`src/rtl/seq_divider_if.sv`:
```
// Handshake and operand/result bundle for seq_divider.
// master: the requester (drives start and operands); slave: the divider.
interface seq_divider_if #(
  parameter int WIDTH = 4
);
  logic             start;
  logic [WIDTH-1:0] dividend;
  logic [WIDTH-1:0] divisor;
  logic [WIDTH-1:0] quotient;
  logic [WIDTH-1:0] remainder;
  logic             busy;
  logic             done;
  logic             div_by_zero;

  modport master (
    output start, dividend, divisor,
    input  quotient, remainder, busy, done, div_by_zero
  );

  modport slave (
    input  start, dividend, divisor,
    output quotient, remainder, busy, done, div_by_zero
  );
endinterface

```
`src/rtl/seq_divider.sv`:
```
// Sequential restoring shift-subtract divider, one quotient bit per clock.
// IDLE -> CALC (WIDTH iterations) -> DONE (one-cycle done pulse) -> IDLE.
// A zero divisor skips CALC and reports in DONE after a single cycle.
// Optional build macro SEQ_DIVIDER_SIGNED_EN: two's complement operands,
// truncating division, sign fix-up applied when the outputs are loaded.
module seq_divider #(
  parameter int WIDTH = 4
) (
  input  logic          clk,
  input  logic          clr,
  seq_divider_if.slave  bus
);

  localparam logic [1:0] IDLE = 2'd0;
  localparam logic [1:0] CALC = 2'd1;
  localparam logic [1:0] DONE = 2'd2;

  logic [1:0]       state;
  logic [WIDTH-1:0] dvd;       // dividend magnitude, shifted out MSB first
  logic [WIDTH-1:0] dvs;       // divisor magnitude
  logic [WIDTH:0]   rem;       // partial remainder, one extra bit of headroom
  logic [WIDTH-1:0] quo;       // quotient bits as they are produced
  logic [5:0]       cnt;       // iteration counter
  logic [WIDTH-1:0] q_out, r_out;
  logic             dz;

  logic [WIDTH:0]   shifted, rem_nxt;
  logic [WIDTH-1:0] quo_nxt, q_fix, r_fix;
  logic             ge;
  logic [WIDTH-1:0] a_mag, b_mag;

`ifdef SEQ_DIVIDER_SIGNED_EN
  logic q_neg, r_neg;
  // Magnitudes of the incoming operands; the most-negative value maps to
  // 2**(WIDTH-1), which still fits the unsigned core.
  always_comb begin
    a_mag = bus.dividend[WIDTH-1] ? -bus.dividend : bus.dividend;
    b_mag = bus.divisor[WIDTH-1]  ? -bus.divisor  : bus.divisor;
    q_fix = q_neg ? -quo_nxt : quo_nxt;
    r_fix = r_neg ? -rem_nxt[WIDTH-1:0] : rem_nxt[WIDTH-1:0];
  end

  // Capture the result signs at the accepting edge.
  always_ff @(posedge clk or posedge clr) begin
    if (clr) begin
      q_neg <= 1'b0;
      r_neg <= 1'b0;
    end else if (state == IDLE && bus.start) begin
      q_neg <= bus.dividend[WIDTH-1] ^ bus.divisor[WIDTH-1];
      r_neg <= bus.dividend[WIDTH-1];
    end
  end
`else
  // Unsigned: operands pass straight through, no sign handling.
  always_comb begin
    a_mag = bus.dividend;
    b_mag = bus.divisor;
    q_fix = quo_nxt;
    r_fix = rem_nxt[WIDTH-1:0];
  end
`endif

  // One restoring iteration: shift in the next dividend bit, trial-subtract.
  always_comb begin
    shifted = {rem[WIDTH-1:0], dvd[WIDTH-1]};
    ge      = (shifted >= {1'b0, dvs});
    rem_nxt = ge ? (shifted - {1'b0, dvs}) : shifted;
    quo_nxt = {quo[WIDTH-2:0], ge};
  end

  // Control FSM and datapath registers.
  always_ff @(posedge clk or posedge clr) begin
    if (clr) begin
      state <= IDLE;
      dvd   <= '0;
      dvs   <= '0;
      rem   <= '0;
      quo   <= '0;
      cnt   <= '0;
      q_out <= '0;
      r_out <= '0;
      dz    <= 1'b0;
    end else begin
      case (state)
        IDLE: if (bus.start) begin
          dvd <= a_mag;
          dvs <= b_mag;
          rem <= '0;
          quo <= '0;
          cnt <= '0;
          dz  <= 1'b0;
          if (bus.divisor == '0) begin
            // Result is fixed: all-ones quotient, dividend back as remainder.
            q_out <= '1;
            r_out <= bus.dividend;
            dz    <= 1'b1;
            state <= DONE;
          end else begin
            state <= CALC;
          end
        end
        CALC: begin
          dvd <= {dvd[WIDTH-2:0], 1'b0};
          rem <= rem_nxt;
          quo <= quo_nxt;
          cnt <= cnt + 6'd1;
          if (cnt == 6'(WIDTH - 1)) begin
            q_out <= q_fix;
            r_out <= r_fix;
            state <= DONE;
          end
        end
        DONE:    state <= IDLE;
        default: state <= IDLE;
      endcase
    end
  end

  assign bus.busy        = (state == CALC);
  assign bus.done        = (state == DONE);
  assign bus.quotient    = q_out;
  assign bus.remainder   = r_out;
  assign bus.div_by_zero = dz;

endmodule

```
`src/flat_wrapper.sv`:
```
// flat-port wrapper written by rule: the top's interface ports become plain ports
module seq_divider_flat 
#(
  parameter int WIDTH = 4
)
  (clk, clr, bus_start, bus_dividend, bus_divisor, bus_quotient, bus_remainder, bus_busy, bus_done, bus_div_by_zero);
  seq_divider_if #(.WIDTH(WIDTH)) bus_i ();
  input  logic clk;
  input  logic clr;
  input wire logic [$bits(bus_i.start)-1:0] bus_start;
  input wire logic [$bits(bus_i.dividend)-1:0] bus_dividend;
  input wire logic [$bits(bus_i.divisor)-1:0] bus_divisor;
  output wire logic [$bits(bus_i.quotient)-1:0] bus_quotient;
  output wire logic [$bits(bus_i.remainder)-1:0] bus_remainder;
  output wire logic [$bits(bus_i.busy)-1:0] bus_busy;
  output wire logic [$bits(bus_i.done)-1:0] bus_done;
  output wire logic [$bits(bus_i.div_by_zero)-1:0] bus_div_by_zero;
  assign bus_i.start = bus_start;
  assign bus_i.dividend = bus_dividend;
  assign bus_i.divisor = bus_divisor;
  assign bus_quotient = bus_i.quotient;
  assign bus_remainder = bus_i.remainder;
  assign bus_busy = bus_i.busy;
  assign bus_done = bus_i.done;
  assign bus_div_by_zero = bus_i.div_by_zero;
  seq_divider #(.WIDTH(WIDTH)) u_core (.clk(clk), .clr(clr), .bus(bus_i));
endmodule
```
`config.mk`:
```
export PLATFORM = sky130hd
export DESIGN_NAME = seq_divider_flat
export DESIGN_NICKNAME = d
export VERILOG_FILES = /design/src/rtl/seq_divider_if.sv /design/src/rtl/seq_divider.sv /design/src/flat_wrapper.sv
export SDC_FILE = /design/constraint.sdc
export NUM_CORES = 1
export LEC_CHECK = 0
export ABC_AREA = 1
export CAP_MARGIN = 30
export CELL_PAD_IN_SITES_DETAIL_PLACEMENT = 1
export CELL_PAD_IN_SITES_GLOBAL_PLACEMENT = 1
export CORE_ASPECT_RATIO = 0.8
export CORE_MARGIN = 5
export CORE_UTILIZATION = 45
export CTS_BUF_LIST = sky130_fd_sc_hd__clkbuf_8
export CTS_CLUSTER_SIZE = 14
export DETAILED_ROUTE_END_ITERATION = 10
export PLACE_DENSITY = 0.95
export SYNTH_ARGS = -nofsm -noshare
export SYNTH_HDL_FRONTEND = slang
export SYNTH_SLANG_ARGS = --single-unit
export TNS_END_PERCENT = 20
```
`constraint.sdc`:
```
create_clock -name clk -period 4 [get_ports clk]
set_input_delay 0.8 -clock clk [delete_from_list [all_inputs] [get_ports clk]]
set_output_delay 0.8 -clock clk [all_outputs]
set_load 0.01 [all_outputs]
```
Word level (Yosys, flattened, before mapping) --
Index checks and enable logic that the tools add are counted.
Word-level totals: input bits 11, logic and storage cells 47, bits in registers 32, output and inout port bits 11
Operators by class: $add $sub $neg 2, muxes and demuxes 22, reduce and logical (&&, ||, !) cells 7, eq/ne operators 6, order comparisons 1
Operator list (number):
- $mux W4 | 9
- $pmux W4 S2 | 4
- $pmux W6 S2 | 1
- $add A6 B1 Y6 const B | 1
- $eq A6 B2 Y1 const B | 1
- $mux W2 | 3
- $mux W6 | 1
- $pmux W3 S2 | 1
- $reduce_and A2 Y1 | 3
- $ge A5 B4 Y1 | 1
- $logic_not A4 Y1 | 1
- $ne A2 B1 Y1 const B | 2
- $pmux W2 S2 | 1
- $reduce_and A4 Y1 | 1
- $sub A4 B4 Y4 | 1
- $mux W3 | 1
- $eq A2 B1 Y1 const B | 1
- $eq A2 B2 Y1 const B | 1
- $logic_not A2 Y1 | 1
- $ne A2 B2 Y1 const B | 1
- $reduce_bool A2 Y1 | 1
- $mux W1 | 1

Depth between registers and ports, before layout --
Gate-level depths: netlist of run 1.
word-level depth 4, depth in mapped cells 12, mapped depth without buffers 12

Worst setup path after synthesis of run 1 --
OpenSTA, ideal clock, no wires.
path kind flip-flop to output port, start point register u_core.state[1], end point output port bus_busy, data arrival time 0.918 ns, buffers on the path 1, data required time 3.200 ns, stages on the path, launching flop included 3, setup slack 2.282 ns, cells stage by stage dfrtp_1 > nor2_4 > clkbuf_1
Between the ends: cells in the longest elaborated chain, start to end 1
RTL lines:
- start, declared | RTL line seq_divider.sv:18 | logic [1:0] state;
- start signal, assigned | RTL line seq_divider.sv:74 | state <= IDLE;
- start signal, assigned | RTL line seq_divider.sv:97 | state <= DONE;
- start signal, assigned | RTL line seq_divider.sv:99 | state <= CALC;
- $eq A2 B1 Y1 | RTL line seq_divider.sv:119 | assign bus.busy = (state == CALC);
- end, declared | RTL line flat_wrapper.sv:15 | output wire logic [$bits(bus_i.busy)-1:0] bus_busy;
Every way passes these cells.

Final worst setup path of run 1 --
Same ends and word-level chain as after synthesis.

==> flow_summary.toml, run 1 <==
[status]
status = "finished, final reports clean"

[global_route]
use_met3_pct = 4.27
grtUsageMet1_pct = 22.3
grt_use_total_pct = 17.0
grt-busiest-layer = "met2"
grt_pass1_vias = 1443
grt_max_degree = 33
antenna_found_initial = 0
grt_pass1_wl_mm = 6.61
grt_use_met2_pct = 27.2
overflow = 0

[drt]
drt_iter0_markers = 77
drt_first_pass_iters = 4
ant_nets = 0
vias_per_cell = 5.17
vias = 1328
wl_per_cell_microns = 14.5
drt_wl_total_mm = 3.72
drc = 0

[floorplan]
pin_count = 22
die_y_microns = 63.2
die_x_microns = 76.4
core_sq_um = 3420
start_util_pct = 46.4
rows = 19
die_area_sq_um = 4830

[setup_path]
critPathCaptureType = "primary output"
slowest_delay_ns = 0.65
cp-endpoint = "bus_busy"
critPathTopFamily = "buffers and inverters"
crit_required_ns = 3.20
path_max_fanout = 26
worstSetupPathType = "register to primary output"
critPathSlowestCell = "clkdlybuf4s50_1"
reg2reg_depth = 9
crit_cells = 2
r2r-start = "u_core.rem[1]"
timing.rr.end = "u_core.bus.remainder[0]"
r2r_slack_ns = 2.13
startpoint_type = "register"
worstPathCellList = "nor2_4 > clkdlybuf4s50_1"
crit_buf_inv = 1
critPathLaunch = "u_core.state[1]"
crit_arrival_ns = 1.85

[clock_network]
clk_pin_slew_ns = 0.06
post_cts_resized = 0
ctsHoldBuffers = 0
post_cts_buffers = 0
htreeDepth = 2
cts_tree = "built"
clock_latency_ns = 0.29
max-clock-path-buffers = 2
numCtsBuffers = 5
clock_sinks = 32
root_buffer = "clkbuf_8"

[timing]
max_freq_mhz = 377
hold_slack_ns = 0.487
period_share_pct = 66.2
period_needed_ns = 2.65
final-max-slew-violation-count = 0
finClkSkew_ns = 0.00729
setup-tns-final_ns = 0
finalSetupViolations = 0
max_slew_margin_pct = 49.8
rsz0062_at_grt = "false"
hold_viol = 0
worst_pin_slew_ns = 0.751

[layout]
finalNonFillerCells = 257
area_growth_syn_to_layout_pct = 22.3
final_util_pct = 56.8
num_antenna_cells = 0
fin_area_sq_um = 1940
drive_above_1_share_pct = 6.98
final_nets = 231

[synth]
synth.distinct_cells = 29
syn-num-nets = 206
ys_ff_latch = 32
postSynthAreaPerCell_sq_um = 8.41
seq_area_frac_synth_pct = 50.4
synth_cells = 189
netlist_area_sq_um = 1590
yosysWarnings = 0

[placement]
dpl_cell_area_sq_um = 1840
dp.cells = 249
hpwl_mm = 2.79
place.gp.congestion = 0.818
port_buffers = 21

[worst_hold_path]
hp-class = "register to register"

[power]
vdd_drop_max_mv = 0.293
p_leak_uw = 0.00101
power.density_nw_per_um2 = 332

[run]
drv_cap = 0
==> how the worst min path moves through the flow <==
stage	start	to	depth (start not counted)
detailed placement	u_core.dvd[0]	u_core.dvd[0]	2
floorplan	u_core.dvd[0]	u_core.dvd[0]	2
CTS	u_core.dvd[0]	u_core.dvd[0]	2
global route	u_core.cnt[4]	u_core.cnt[4]	1
global placement	u_core.bus.quotient[0]	u_core.bus.quotient[0]	2
finish	u_core.dvd[0]	u_core.dvd[0]	2
==> state kept, by name (all words and copies together), names as in the netlist <==
signal,cells
u_core.cnt,6
u_core.bus.quotient,4
u_core.bus.remainder,4
u_core.dvd,4
u_core.dvs,4
u_core.rem,4
u_core.quo,3
u_core.state,2
u_core.bus.div_by_zero,1
==> routing by layer <==
metal | share of wire, % | vias to the layer above
li1 | - | 661
met2 | 45 | 29
met5 | 0 | -
met1 | 48 | 631
met3 | 5.1 | 7
met4 | 1.6 | 0
==> cell type report <==
| class | count | area [sq um] |
|---|---|---|
| tap | 42 | 52.6 |
| timing repair buffer | 22 | 218 |
| clock buffer | 5 | 68.8 |
| fill | 424 | 1480 |
| inverter | 30 | 113 |
| sequential | 32 | 801 |
| multi-input combinational | 123 | 652 |
| clock inverter | 3 | 38.8 |
==> cell usage after synthesis <==
master	number	share of area [%]
o22ai_1	3	1.2
buf_6	1	0.71
mux2i_1	1	0.63
or2_2	1	0.39
nor2_4	1	0.71
inv_1	27	6.4
clkbuf_1	2	0.47
a21oi_1	1	0.31
nor3_1	1	0.31
o21ai_0	10	3.1
buf_2	1	0.31
ha_1	5	3.9
inv_2	3	0.71
fa_1	1	1.3
nor2_1	20	4.7
or2_1	2	0.79
nand4_1	4	1.6
o221ai_1	1	0.55
nor4_1	1	0.39
nand2_1	40	9.4
a22o_1	1	0.55
o211ai_1	2	0.94
a31oi_1	3	1.2
nand2_2	2	0.79
xor2_1	2	1.1
a32o_1	1	0.63
dfrtp_1	32	50
or2_0	2	0.79
nand3_1	18	5.7
==> metrics by stage <==
| step | worst slack [ns] | power (uW) |
|---|---|---|
| after floorplan | 2.28 | 337 |
| after global placement | 1.63 | 351 |
| after detailed placement | 1.48 | 352 |
| after CTS | 1.33 | 655 |
| after global routing | 1.23 | 671 |
| final | 1.35 | 645 |
==> power by group <==
part / internal [uW] / leakage [uW] / switching, uW / total [uW]
Combinational: 10.1 / 0.000549 / 11.1 / 21.3
Sequential: 324 / 0.000406 / 0 / 324
Clock: 182 / 0.0000593 / 118 / 300
==> worst register-to-register path, stage by stage, from the launching register on <==
cell and delay [ns]:
dfrtp_1 0.41, ha_1 0.36, a21oi_1 0.23, nand2_1 0.09
nand2_1 0.15, nand2_1 0.18, nand3_1 0.14, nand3_1 0.11
nand2_1 0.08, inv_1 0.03
==> logic make-up after synthesis <==
group / Yosys count / share of synthesized area [%]
mux: 1 / 0.630
xor+xnor: 2 / 1.10
fa+ha+maj: 6 / 5.20
simple gates: 92 / 25.6
flops: 32 / 50.4
compound gates: 22 / 8.50
buf+inv: 34 / 8.58
==> cells in the final DEF (no fill, tap or decap), types with 4 or more instances in the layout <==
cell type / n
nand2_1: 40
dfrtp_1: 32
inv_1: 28
clkdlybuf4s50_1: 21
nor2_1: 20
nand3_1: 18
o21ai_0: 10
ha_1: 5
clkbuf_8: 5
nand4_1: 4
No activity file was read; power rests on OpenSTA's default activity.
==> run 2: changes to the inputs <==
Settings changed: CORE_UTILIZATION 45 to 42, PLACE_DENSITY 0.95 to 0.91.
Clock period 4 ns to 2.8 ns, I/O delays scaled along.
==> run 2 against run 1 <==
Largest power group unchanged. Global-route usage hardly changed. Sequential cell count unchanged. Count of clock-buffer cells in the layout unchanged. Combinational power up 40%. Critical path depth up 1. Worst setup slack lost 0.58 ns. Highest routed layer unchanged.
==> flow_summary.toml, run 2 (synthesis gave the netlist of run 1 again) <==
[status]
status = "finished, final reports clean"

[clock_network]
htreeDepth = 2
numCtsBuffers = 5
clk_pin_slew_ns = 0.07
cts_tree = "built"
max-clock-path-buffers = 2
post_cts_resized = 0
clock_sinks = 32
clock_latency_ns = 0.28
post_cts_buffers = 0
root_buffer = "clkbuf_8"
ctsHoldBuffers = 0

[timing]
period_needed_ns = 2.03
setup-tns-final_ns = 0
rsz0062_at_grt = "false"
final-max-slew-violation-count = 0
max_slew_margin_pct = 47.6
finClkSkew_ns = 0.00815
worst_pin_slew_ns = 0.783
max_freq_mhz = 493
finalSetupViolations = 0
period_share_pct = 72.5
hold_viol = 0

[setup_path]
worstPathCellList = "inv_1 > nor2_1 > clkdlybuf4s50_1"
crit_buf_inv = 2
path_max_fanout = 3
slowest_delay_ns = 0.55
critPathSlowestCell = "clkdlybuf4s50_1"
crit_required_ns = 2.24
critPathTopFamily = "buffers and inverters"
startpoint_type = "register"
crit_arrival_ns = 1.47
critPathCaptureType = "primary output"
worstSetupPathType = "register to primary output"

[floorplan]
die_x_microns = 78.8
start_util_pct = 42.6
pin_count = 22
die_area_sq_um = 5120
die_y_microns = 65.0
rows = 20
core_sq_um = 3730

[run]
drv_cap = 0

[drt]
drt_first_pass_iters = 4
ant_nets = 0
vias = 1326
vias_per_cell = 5.10
drt_wl_total_mm = 3.83
wl_per_cell_microns = 14.7
drc = 0
drt_iter0_markers = 63

[global_route]
grt_max_degree = 33
grt_pass1_vias = 1426
grt_use_total_pct = 17.1
antenna_found_initial = 0
overflow = 0
grt_pass1_wl_mm = 6.71

[layout]
final_util_pct = 52.4
num_antenna_cells = 0
regMostFlops = "u_core.cnt"
layout_commonest_cell = "nand2_1"
final_cell_mix = "nand2_1, dfrtp_1, inv_1, clkdlybuf4s50_1, nor2_1"
fillers = 457
regArea_sq_um = 801
drive_above_1_share_pct = 7.41
area_growth_syn_to_layout_pct = 22.9
multi_input_area_sq_um = 652
finalNonFillerCells = 260
final_nets = 232
largest_reg_flops = 6

[power]
p_leak_uw = 0.00102
power.density_nw_per_um2 = 472
vdd_drop_max_mv = 0.211

[placement]
dp.cells = 252
port_buffers = 21
hpwl_mm = 2.89
place.gp.congestion = 0.831

[worst_hold_path]
hp-class = "register to register"
-- run 2: cell count changes in the layout (fill, tap and decap cells not counted) --
cell,change
buf_4,+1
-- run 2: power breakdown --
| part | switching, uW | internal, uW |
|---|---|---|
| Combinational | 15.4 | 14.5 |
| Clock | 169 | 260 |
| Sequential | 0 | 462 |
-- run 2: final cells by class --
class / count / share of cell area (%)
clock buffer: 5 / 3.52
sequential: 32 / 41.0
timing repair buffer: 23 / 11.5
inverter: 30 / 5.77
tap: 44 / 2.82
multi-input combinational: 123 / 33.4
clock inverter: 3 / 1.99
-- run 2: path summary, 6_finish.rpt --
path	start	endpoint	slack (ns)	cells past startpoint
min in group asynchronous	clr	u_core.bus.quotient[1]	0.67	3
max in group asynchronous	clr	u_core.dvs[0]	1.84	3
worst min-delay path	u_core.dvd[0]	u_core.dvd[0]	0.49	2
worst max register to register	u_core.state[1]	u_core.quo[0]	0.86	5
worst min register to register	u_core.dvd[0]	u_core.dvd[0]	0.49	2
worst max-delay path	u_core.state[1]	bus_done	0.77	3
-- run 2: worst min-delay path, delay by kind of cell (launching register included) --
kind            cells  cell delay (ns)
flops               1             0.35
simple gates        1             0.05
compound gates      1             0.06
-- run 2: layer usage --
metal | global-route usage (%) | vias to the layer above | wire, microns
li1 | - | 662 | -
met1 | 21.7 | 631 | 1790
met2 | 28.3 | 26 | 1840
met3 | 4.44 | 7 | 148
met4 | 5.46 | 0 | 56
met5 | 0 | - | 0
-- run 2: per-stage QoR --
stage / hold slack [ns] / setup WS [ns] / cell area, sq um / total power [uW]
finish: 0.489 / 0.771 / 1950 / 921
global route: 0.518 / 0.686 / 1950 / 955
CTS: 0.493 / 0.775 / 1950 / 928
detailed placement: 0.477 / 0.520 / 1850 / 502
global placement: 0.470 / 0.653 / 1850 / 501
floorplan: 0.453 / 1.23 / 1590 / 481
==> run 3: changes to the inputs <==
Settings changed: CORE_UTILIZATION 42 to 38, PLACE_DENSITY 0.91 to 0.88.
Clock period 2.8 ns to 1.8 ns, I/O delays scaled along.
==> run 3 against run 2 <==
Die area is 9.0% higher. Clock skew is 0.0025 ns lower. Cell area is 4.7% higher. Via count is 3.8% higher. Wire length is 0.21% lower. Largest cell class unchanged. Global-route usage is 0.56 points lower. Largest power group unchanged. Sequential cell count stayed put. Cell count is 7.7% higher.
==> flow_summary.toml, run 3 (synthesis gave the netlist of run 1 again) <==
[clock_network]
clock_sinks = 32
post_cts_buffers = 0
clock_latency_ns = 0.28
max-clock-path-buffers = 2
numCtsBuffers = 5
clk_pin_slew_ns = 0.07
ctsHoldBuffers = 0
post_cts_resized = 1
cts_tree = "built"
htreeDepth = 2
root_buffer = "clkbuf_8"

[layout]
finalNonFillerCells = 280
layout_commonest_cell = "nand2_1"
largest_reg_flops = 6
final_util_pct = 49.6
num_antenna_cells = 0
final_cell_mix = "nand2_1, dfrtp_1, inv_1, nor2_1, clkdlybuf4s50_1"
fillers = 502
area_growth_syn_to_layout_pct = 28.7
final_nets = 239
regMostFlops = "u_core.cnt"
drive_above_1_share_pct = 12.6

[timing]
worst_pin_slew_ns = 0.417
final-max-slew-violation-count = 0
max_slew_margin_pct = 72.2
max_freq_mhz = 569
hold_viol = 0
finClkSkew_ns = 0.00566
period_needed_ns = 1.76
period_share_pct = 97.7
rsz0062_at_grt = "false"
setup-tns-final_ns = 0
finalSetupViolations = 0

[drt]
drc = 0
vias = 1376
drt_wl_total_mm = 3.83
ant_nets = 0
drt_first_pass_iters = 4
drt_iter0_markers = 50
wl_per_cell_microns = 13.7
vias_per_cell = 4.91

[status]
status = "finished, final reports clean"

[global_route]
antenna_found_initial = 0
grt_max_degree = 33
grt_pass1_wl_mm = 6.92
overflow = 0
grt_pass1_vias = 1510
grt_use_total_pct = 16.5

[setup_path]
worstSetupPathType = "register to primary output"
crit_required_ns = 1.44
timing.rr.end = "u_core.bus.remainder[2]"
crit_arrival_ns = 1.40
critPathCaptureType = "primary output"
path_max_fanout = 3
reg2reg_depth = 9
r2r_slack_ns = 0.16
startpoint_type = "register"
r2r-start = "u_core.dvd[3]"

[power]
p_leak_uw = 0.00106
power.density_nw_per_um2 = 698
vdd_drop_max_mv = 0.454
power.total_uw = 1430

[floorplan]
start_util_pct = 38.5
pin_count = 22
die_x_microns = 82.3
rows = 21
core_sq_um = 4130
die_y_microns = 67.8
die_area_sq_um = 5580

[placement]
hpwl_mm = 2.96
dp.cells = 272
port_buffers = 21
place.gp.congestion = 0.818

[worst_hold_path]
hp-class = "input port to asynchronous set/reset pin"

[run]
drv_cap = 0
-- run 3: cell type report --
| type | instances | area, sq um | area share [%] |
|---|---|---|---|
| sequential | 32 | 802 | 39.2 |
| tap | 57 | 71.3 | 3.49 |
| clock buffer | 5 | 68.8 | 3.37 |
| inverter | 30 | 113 | 5.51 |
| multi-input combinational | 123 | 671 | 32.8 |
| timing repair buffer | 30 | 280 | 13.7 |
| clock inverter | 3 | 38.8 | 1.90 |
-- run 3: metal layers --
layer  up-vias  global-route usage (%)  routed length [microns]
met2        28                    27.2                     1800
met4         0                    4.36                       33
li1        674                       -                        -
met5         -                       0                        0
met1       670                    21.3                     1800
met3         4                    4.74                      191
-- run 3: how the worst max path moves through the flow --
stage                              end  depth (start not counted)             from
5_1_grt                       bus_busy                          2  u_core.state[1]
6_report                      bus_busy                          2  u_core.state[1]
3_5_place_dp    u_core.bus.quotient[2]                          9        bus_start
2_1_floorplan  u_core.bus.remainder[1]                          9    u_core.rem[1]
4_1_cts                       bus_busy                          2  u_core.state[1]
3_3_place_gp   u_core.bus.remainder[3]                         10        bus_start
-- run 3: critical path: stages (launching register included) --
cell and delay (ns):
dfrtp_2 0.45, nor2_4 0.13, clkdlybuf4s50_1 0.54
-- run 3: stage by stage --
stage / worst slack [ns] / area [sq um] / hold slack [ns]
2_1_floorplan: 0.227 / 1590 / 0.453
3_3_place_gp: 0.0371 / 1910 / 0.469
3_5_place_dp: 0.00437 / 1910 / 0.484
4_1_cts: 0.0196 / 2020 / 0.502
5_1_grt: 0.00312 / 2040 / 0.532
6_report: 0.0415 / 2040 / 0.478
-- run 3: where the power goes --
| group | total [uW] | internal, uW | switching (uW) |
|---|---|---|---|
| Clock | 661 | 405 | 256 |
| Combinational | 47.1 | 22.5 | 24.6 |
| Sequential | 719 | 719 | 0 |
